==> src/rtl/gd_pkg.sv <==
// rtl/gd_pkg.sv - shared states, status codes and Q24.8 helpers for the gradient iteration controller
package gd_pkg;

    typedef enum logic [2:0] {
        S_IDLE,
        S_LAUNCH,
        S_WAIT,
        S_UPDATE,
        S_FINISH
    } gd_state_e;

    localparam logic [1:0] ST_CONV  = 2'b00;
    localparam logic [1:0] ST_MAXIT = 2'b01;
    localparam logic [1:0] ST_OVF   = 2'b10;
    localparam logic [1:0] ST_TMO   = 2'b11;

    localparam int          Q_FRAC  = 8;
    localparam logic [31:0] Q24_MAX = 32'h7FFFFFFF;
    localparam logic [31:0] Q24_MIN = 32'h80000000;

    // Magnitude of a Q24.8 value; the most negative code has no positive twin.
    function automatic logic [31:0] abs_q24(input logic [31:0] v);
        if (v == Q24_MIN) begin
            return Q24_MAX;
        end else if (v[31]) begin
            return 32'(-v);
        end else begin
            return v;
        end
    endfunction

endpackage

==> src/rtl/sat_sub_q24_8.sv <==
// rtl/sat_sub_q24_8.sv - Q24.8 subtract at 33 bits with out-of-range flag and clamped result
module sat_sub_q24_8
    import gd_pkg::*;
(
    input  logic [31:0] a_i,
    input  logic [31:0] b_i,
    output logic [31:0] res_o,
    output logic        ovf_o
);

    logic [32:0] wide;

    always_comb begin
        wide  = {a_i[31], a_i} - {b_i[31], b_i};
        ovf_o = wide[32] != wide[31];
        if (ovf_o) begin
            res_o = wide[32] ? Q24_MIN : Q24_MAX;
        end else begin
            res_o = wide[31:0];
        end
    end

endmodule

==> src/rtl/gd_iter_ctrl.sv <==
// rtl/gd_iter_ctrl.sv - gradient-step iteration controller: launch, wait, update x, stop on convergence/limit/overflow/timeout
module gd_iter_ctrl
    import gd_pkg::*;
#(
    parameter int MAX_ITER = 64,
    parameter int TIMEOUT  = 256,
    parameter int ITER_W   = 16
) (
    input  logic              clk,
    input  logic              rst,
    input  logic              start,
    input  logic [31:0]       x_init,
    input  logic [31:0]       tol,
    output logic              busy,
    output logic              done,
    output logic [31:0]       x_out,
    output logic [63:0]       value_out,
    output logic [ITER_W-1:0] iter_count,
    output logic [1:0]        status,
    output logic              step_start,
    output logic [31:0]       step_x,
    input  logic              step_done,
    input  logic [31:0]       step_x_diff,
    input  logic [63:0]       step_value,
    input  logic              step_overflow
);

    localparam int WD_W = $clog2(TIMEOUT) + 1;

    gd_state_e         state_q, state_d;
    logic [31:0]       x_reg_q, x_reg_d;
    logic [31:0]       tol_q, tol_d;
    logic [ITER_W-1:0] iter_q, iter_d;
    logic [WD_W-1:0]   wd_q, wd_d;
    logic [31:0]       xdiff_q, xdiff_d;
    logic [63:0]       val_q, val_d;
    logic              ovf_q, ovf_d;
    logic [31:0]       x_out_q, x_out_d;
    logic [63:0]       value_out_q, value_out_d;
    logic [1:0]        status_q, status_d;

    logic [31:0]       sub_res;
    logic              sub_ovf;

    sat_sub_q24_8 u_sub (
        .a_i   (x_reg_q),
        .b_i   (xdiff_q),
        .res_o (sub_res),
        .ovf_o (sub_ovf)
    );

    always_comb begin
        state_d     = state_q;
        x_reg_d     = x_reg_q;
        tol_d       = tol_q;
        iter_d      = iter_q;
        wd_d        = wd_q;
        xdiff_d     = xdiff_q;
        val_d       = val_q;
        ovf_d       = ovf_q;
        x_out_d     = x_out_q;
        value_out_d = value_out_q;
        status_d    = status_q;

        case (state_q)
            S_IDLE: begin
                if (start) begin
                    x_reg_d  = x_init;
                    tol_d    = tol;
                    iter_d   = '0;
                    wd_d     = '0;
                    status_d = ST_CONV;
                    state_d  = S_LAUNCH;
                end
            end
            S_LAUNCH: begin
                wd_d    = '0;
                state_d = S_WAIT;
            end
            S_WAIT: begin
                // A completion on the last allowed cycle still counts as a result.
                if (step_done) begin
                    xdiff_d = step_x_diff;
                    val_d   = step_value;
                    ovf_d   = step_overflow;
                    state_d = S_UPDATE;
                end else if (wd_q == WD_W'(TIMEOUT - 1)) begin
                    status_d = ST_TMO;
                    state_d  = S_FINISH;
                end else begin
                    wd_d = wd_q + 1'b1;
                end
            end
            S_UPDATE: begin
                iter_d  = iter_q + 1'b1;
                state_d = S_FINISH;
                if (ovf_q || sub_ovf) begin
                    status_d = ST_OVF;
                end else begin
                    x_reg_d = sub_res;
                    if (abs_q24(xdiff_q) <= tol_q) begin
                        status_d = ST_CONV;
                    end else if (iter_d == ITER_W'(MAX_ITER)) begin
                        status_d = ST_MAXIT;
                    end else begin
                        state_d = S_LAUNCH;
                    end
                end
            end
            S_FINISH: begin
                x_out_d     = x_reg_q;
                value_out_d = val_q;
                state_d     = S_IDLE;
            end
            default: state_d = S_IDLE;
        endcase
    end

    always_ff @(posedge clk) begin
        if (rst) begin
            state_q     <= S_IDLE;
            x_reg_q     <= '0;
            tol_q       <= '0;
            iter_q      <= '0;
            wd_q        <= '0;
            xdiff_q     <= '0;
            val_q       <= '0;
            ovf_q       <= 1'b0;
            x_out_q     <= '0;
            value_out_q <= '0;
            status_q    <= '0;
        end else begin
            state_q     <= state_d;
            x_reg_q     <= x_reg_d;
            tol_q       <= tol_d;
            iter_q      <= iter_d;
            wd_q        <= wd_d;
            xdiff_q     <= xdiff_d;
            val_q       <= val_d;
            ovf_q       <= ovf_d;
            x_out_q     <= x_out_d;
            value_out_q <= value_out_d;
            status_q    <= status_d;
        end
    end

    assign busy       = state_q != S_IDLE;
    assign done       = state_q == S_FINISH;
    assign step_start = state_q == S_LAUNCH;
    assign step_x     = x_reg_q;
    assign x_out      = x_out_q;
    assign value_out  = value_out_q;
    assign iter_count = iter_q;
    assign status     = status_q;

endmodule

==> config.mk <==
export PLATFORM = sky130hd
export DESIGN_NAME = gd_iter_ctrl
export DESIGN_NICKNAME = d
export VERILOG_FILES = /design/src/rtl/gd_pkg.sv /design/src/rtl/sat_sub_q24_8.sv /design/src/rtl/gd_iter_ctrl.sv
export SDC_FILE = /design/constraint.sdc
export NUM_CORES = 1
export LEC_CHECK = 0
export CAP_MARGIN = 20
export CORE_MARGIN = 5
export CORE_UTILIZATION = 55
export DETAILED_ROUTE_END_ITERATION = 10
export PLACE_DENSITY = 0.86
export SYNTH_ARGS = -nofsm -noshare
export SYNTH_HDL_FRONTEND = slang
export SYNTH_SLANG_ARGS = --single-unit
==> constraint.sdc <==
create_clock -name clk -period 13.02 [get_ports clk]
set_input_delay 3.255 -clock clk [delete_from_list [all_inputs] [get_ports clk]]
set_output_delay 3.255 -clock clk [all_outputs]
set_load 0.01 [all_outputs]
# After elaboration in Yosys (flattened, before gate mapping)
# Cells that the tools add are included.
# Widths: inputs -> output; s select.
# word_totals
word_cells,73
out_inout_bits,149
input_bits,165
regBits,287
# classes
n_mux,29
n_eq_ne,15
addsub,4
n_reduce_logical,13
order_cmp,1
# op_table
operator,count
$mux 32,8
$pmux 32 s2,1
$sub 32x32->33,1
$eq 32x32->1 const B,1
$le 32x32->1,1
$neg 32->32,1
$pmux 16 s2,1
$mux 9,3
$pmux 9 s3,1
$mux 3,6
$add 16x1->16 const B,1
$eq 16x7->1 const B,1
$mux 16,1
$mux 2,6
$pmux 3 s4,1
$ne 2x2->1 const B,5
$add 9x1->9 const B,1
$eq 9x8->1 const B,1
$reduce_bool 3->1,3
$reduce_and 2->1,4
$eq 3x2->1 const B,2
$pmux 2 s3,1
$reduce_and 5->1,1
$ne 4x4->1 const B,1
other kinds (9),9

# Depth between registers and ports, before layout
# logic_depth
word_depth,9
depth_mapped,21
depth_no_buf,19

# Cells and area by module
# From an unflattened synthesis, not the netlist that was laid out.
# hier_totals
cells_unflattened,1976
area_unflattened_um2,14655.3
# by_module_without_submodules
module,n_inst,area_per_inst_um2,cells_each,seq_area_each_um2
gd_iter_ctrl,1,12293.0,1629,5745.5
sat_sub_q24_8,1,2362.3,347,0.0

# Least setup slack after synthesis
# No wires, ideal clock.
# synth_timing
path_type,input-to-reg
start,input step_done
end,register wd_q[5]
path_stages,7
arrival_ps,4596
required_time_ps,12949
setup_ps,71
n_path_buf,0
setup_slack_ps,8352
cell_sequence,nor2_1 > nand2_1 > o22a_1 > nor2_1 > nand4_1 > or3_1 > a21oi_1
# synth_between
elab_chain_len,2
# synth_rtl
item,line_no,source
from (decl),gd_iter_ctrl.sv:22,"input logic step_done,"
$ne 2x2->1 (no line),n/a,
$reduce_and 4->1 (no line),n/a,
to (signal assigned),gd_iter_ctrl.sv:137,wd_q <= wd_d;
to (decl),gd_iter_ctrl.sv:34,"logic [WD_W-1:0] wd_q, wd_d;"
# No other way between the ends.
# A chain may end at the register's enable or synchronous reset.

# Worst setup path after layout
# layout_timing
start,register state_q[1]
end,output done
# layout_between
elab_chain_len,1
# layout_rtl
item,line_no,source
from (decl),gd_iter_ctrl.sv:30,"gd_state_e state_q, state_d;"
from (signal assigned),gd_iter_ctrl.sv:133,state_q <= state_d;
$eq 3x3->1,gd_iter_ctrl.sv:148,assign done = state_q == S_FINISH;
to (decl),gd_iter_ctrl.sv:15,"output logic done,"
# No other way between the ends.

==> qor.yml <==
status:
  status: "complete, no violations"
clock_network:
  cts-htree-levels: 1
  ctsHoldBuffers: 0
  cts_buffers: 29
  ctsResizeCount: 0
  clk_latency_ps: 580
  cts_setup_buffers: 0
  cts_root_buffer: "clkbuf_16"
  cts_tree: "yes"
  cts_sinks: 287
  path_clk_slew_ps: 70
  cts.path.max_buffers: 3
synth:
  syn-num-nets: 2133
  synth_warnings: 0
  avgSynthCellArea_sq_um: 7.53
  synth_edf_count: 0
  synth_top_area_cell: "dfxtp_1"
  netlist_top_cells_count: "547 x nand2_1, 299 x a21oi_1, 287 x dfxtp_1, 92 x clkbuf_1, 74 x inv_1"
  synth_cells: 1899
  synth.distinct_cells: 76
  netlist_top_cells_area: "dfxtp_1 40%, nand2_1 14%, a21oi_1 10%"
  ys_seq_area_share_pct: 40.2
  syn_area_sq_um: 14300
  yosysTopAreaCellShare_pct: 40.2
  async_reset_ff_share_pct: 0
  synth-seq-cells: 287
  yosysMostFrequentCell: "nand2_1"
  synthFlopType: "dfxtp_1"
drt:
  drt_iter0_markers: 1539
  via_per_inst: 5.87
  vias: 14700
  routedWlPerCell_microns: 18.0
  dr.pass1.iters: 6
  wl_mm: 44.9
  postRouteAntennaNets: 0
  drc: 0
placed_design:
  dp_hpwl_mm: 30.7
  place_inst: 2440
  port_buffers: 313
  place.gp.congestion: 0.965
  dpl_cell_area_sq_um: 17500
die:
  die_w_microns: 171
  coreArea_sq_um: 25800
  num_io_pins: 314
  start_util_pct: 55.3
  die_h_microns: 171
  dieArea_sq_um: 29300
  rows: 59
timing:
  drv_slew: 0
  rsz0062_at_grt: "false"
  worst_pin_slew_ps: 1100
  maxSlewHeadroom_pct: 26.3
  finalHoldViolations: 0
  tns_ps: 0
  fmaxAchievable_mhz: 147
  post-route-min-period_ps: 6810
  setup_viol: 0
  fin_worst_skew_ps: 19.8
  layout_worst_path_cycle_share_pct: 52.3
critical_path:
  reg2reg_setup_slack_ps: 7680
  required_ps: 9760
  startpoint_type: "register"
  path_max_fanout: 97
  crit_path_end_kind: "output port"
  worst-setup-path-type: "register to output port"
  crit_arrival_ps: 3560
global_route:
  grtUsageTotal_pct: 28.5
  grt_pass1_wl_mm: 69.1
  grt_max_degree: 104
  antenna_found_initial: 4
  grt_overflow: 0
  grt_pass1_vias: 13700
layout:
  syn2layout_area_growth_pct: 30.0
  drive_above_1_share_pct: 4.12
  stdcell_count: 2499
  stdcell_area_sq_um: 18600
  utilization_pct: 72.0
  nets: 2372
min_path:
  hold_class: "register to register"
power:
  p_per_area_nw_per_um2: 156
  vdd_drop_max_v: 0.000115
  cellLeakagePower_nw: 6.86
job:
  maxCapViolCount: 0
## registers in the layout (all words and copies together), names as in the netlist
signal,flops
status,2
iter_count,16
ovf_q,1
step_x,32
value_out,64
x_out,32
state_q,3
xdiff_q,32
val_q,64
tol_q,32
wd_q,9
## power breakdown
part / total (W) / internal, W / switching (W)
clock: 0.000915 / 0.000542 / 0.000374
sequential: 0.000997 / 0.000933 / 0.0000631
combinational: 0.000980 / 0.000410 / 0.000570
total: 0.00289 / 0.00189 / 0.00101
## logic make-up after synthesis
family	synth area share, %
simple gates	23.5
compound gates	21.2
flops	40.2
buf+inv	5.25
fa+ha+maj	6.09
xor+xnor	3.55
mux	0.210
## metal layers
layer  global-route usage, %  part of all wire (%)
met5                       0                 0.042
met4                    11.8                   4.7
met3                    5.40                   8.5
met2                    47.1                    47
met1                    36.7                    40
## worst max-delay path, stage by stage, from the launching register on
cell and delay [ps]:
dfxtp_1 550, nor2_1 170, nand2_4 800, clkinv_2 780, clkdlybuf4s50_1 670
## path summary, 6_finish.rpt
check                      startpoint                         end  cells after the start
max           state_q[1]$_SDFFE_PP0P_                        done                      4
max reg2reg  xdiff_q[11]$_SDFFE_PP0P_     state_q[2]$_SDFFE_PP0P_                     19
min            val_q[13]$_SDFFE_PP0P_  value_out[13]$_SDFFE_PP0P_                      2
min reg2reg    val_q[13]$_SDFFE_PP0P_  value_out[13]$_SDFFE_PP0P_                      2
## layout make-up
cell class	instances	area (sq um)
multi-input combinational	1421	7830
fill	1997	7240
sequential	287	5750
timing repair buffer	323	3250
clock buffer	36	802
tap	335	419
inverter	76	287
clock inverter	18	259
antenna	3	7.51
## metrics by stage
step | power, W | hold slack, ps | setup slack (ps)
finish | 0.00289 | 447 | 6210
CTS | 0.00288 | 452 | 6190
global placement | 0.00193 | 435 | 6850
floorplan | 0.00167 | 432 | 8350
global route | 0.00303 | 463 | 5980
detailed placement | 0.00196 | 443 | 6820
## cell usage in the layout, fill, tap and decap left out, types with 16 or more instances in the layout
master,count
nand2_1,545
clkdlybuf4s50_1,312
a21oi_1,299
dfxtp_1,287
inv_1,74
ha_1,68
nor2_1,66
o21ai_0,41
xnor2_1,40
nor3_1,34
clkbuf_16,29
nand3_1,28
a21o_1,22
nand4_1,19
xor2_1,18
and3_1,17
o31ai_1,17
a31oi_1,16
Note: power is estimated with default switching activity, not from simulation.
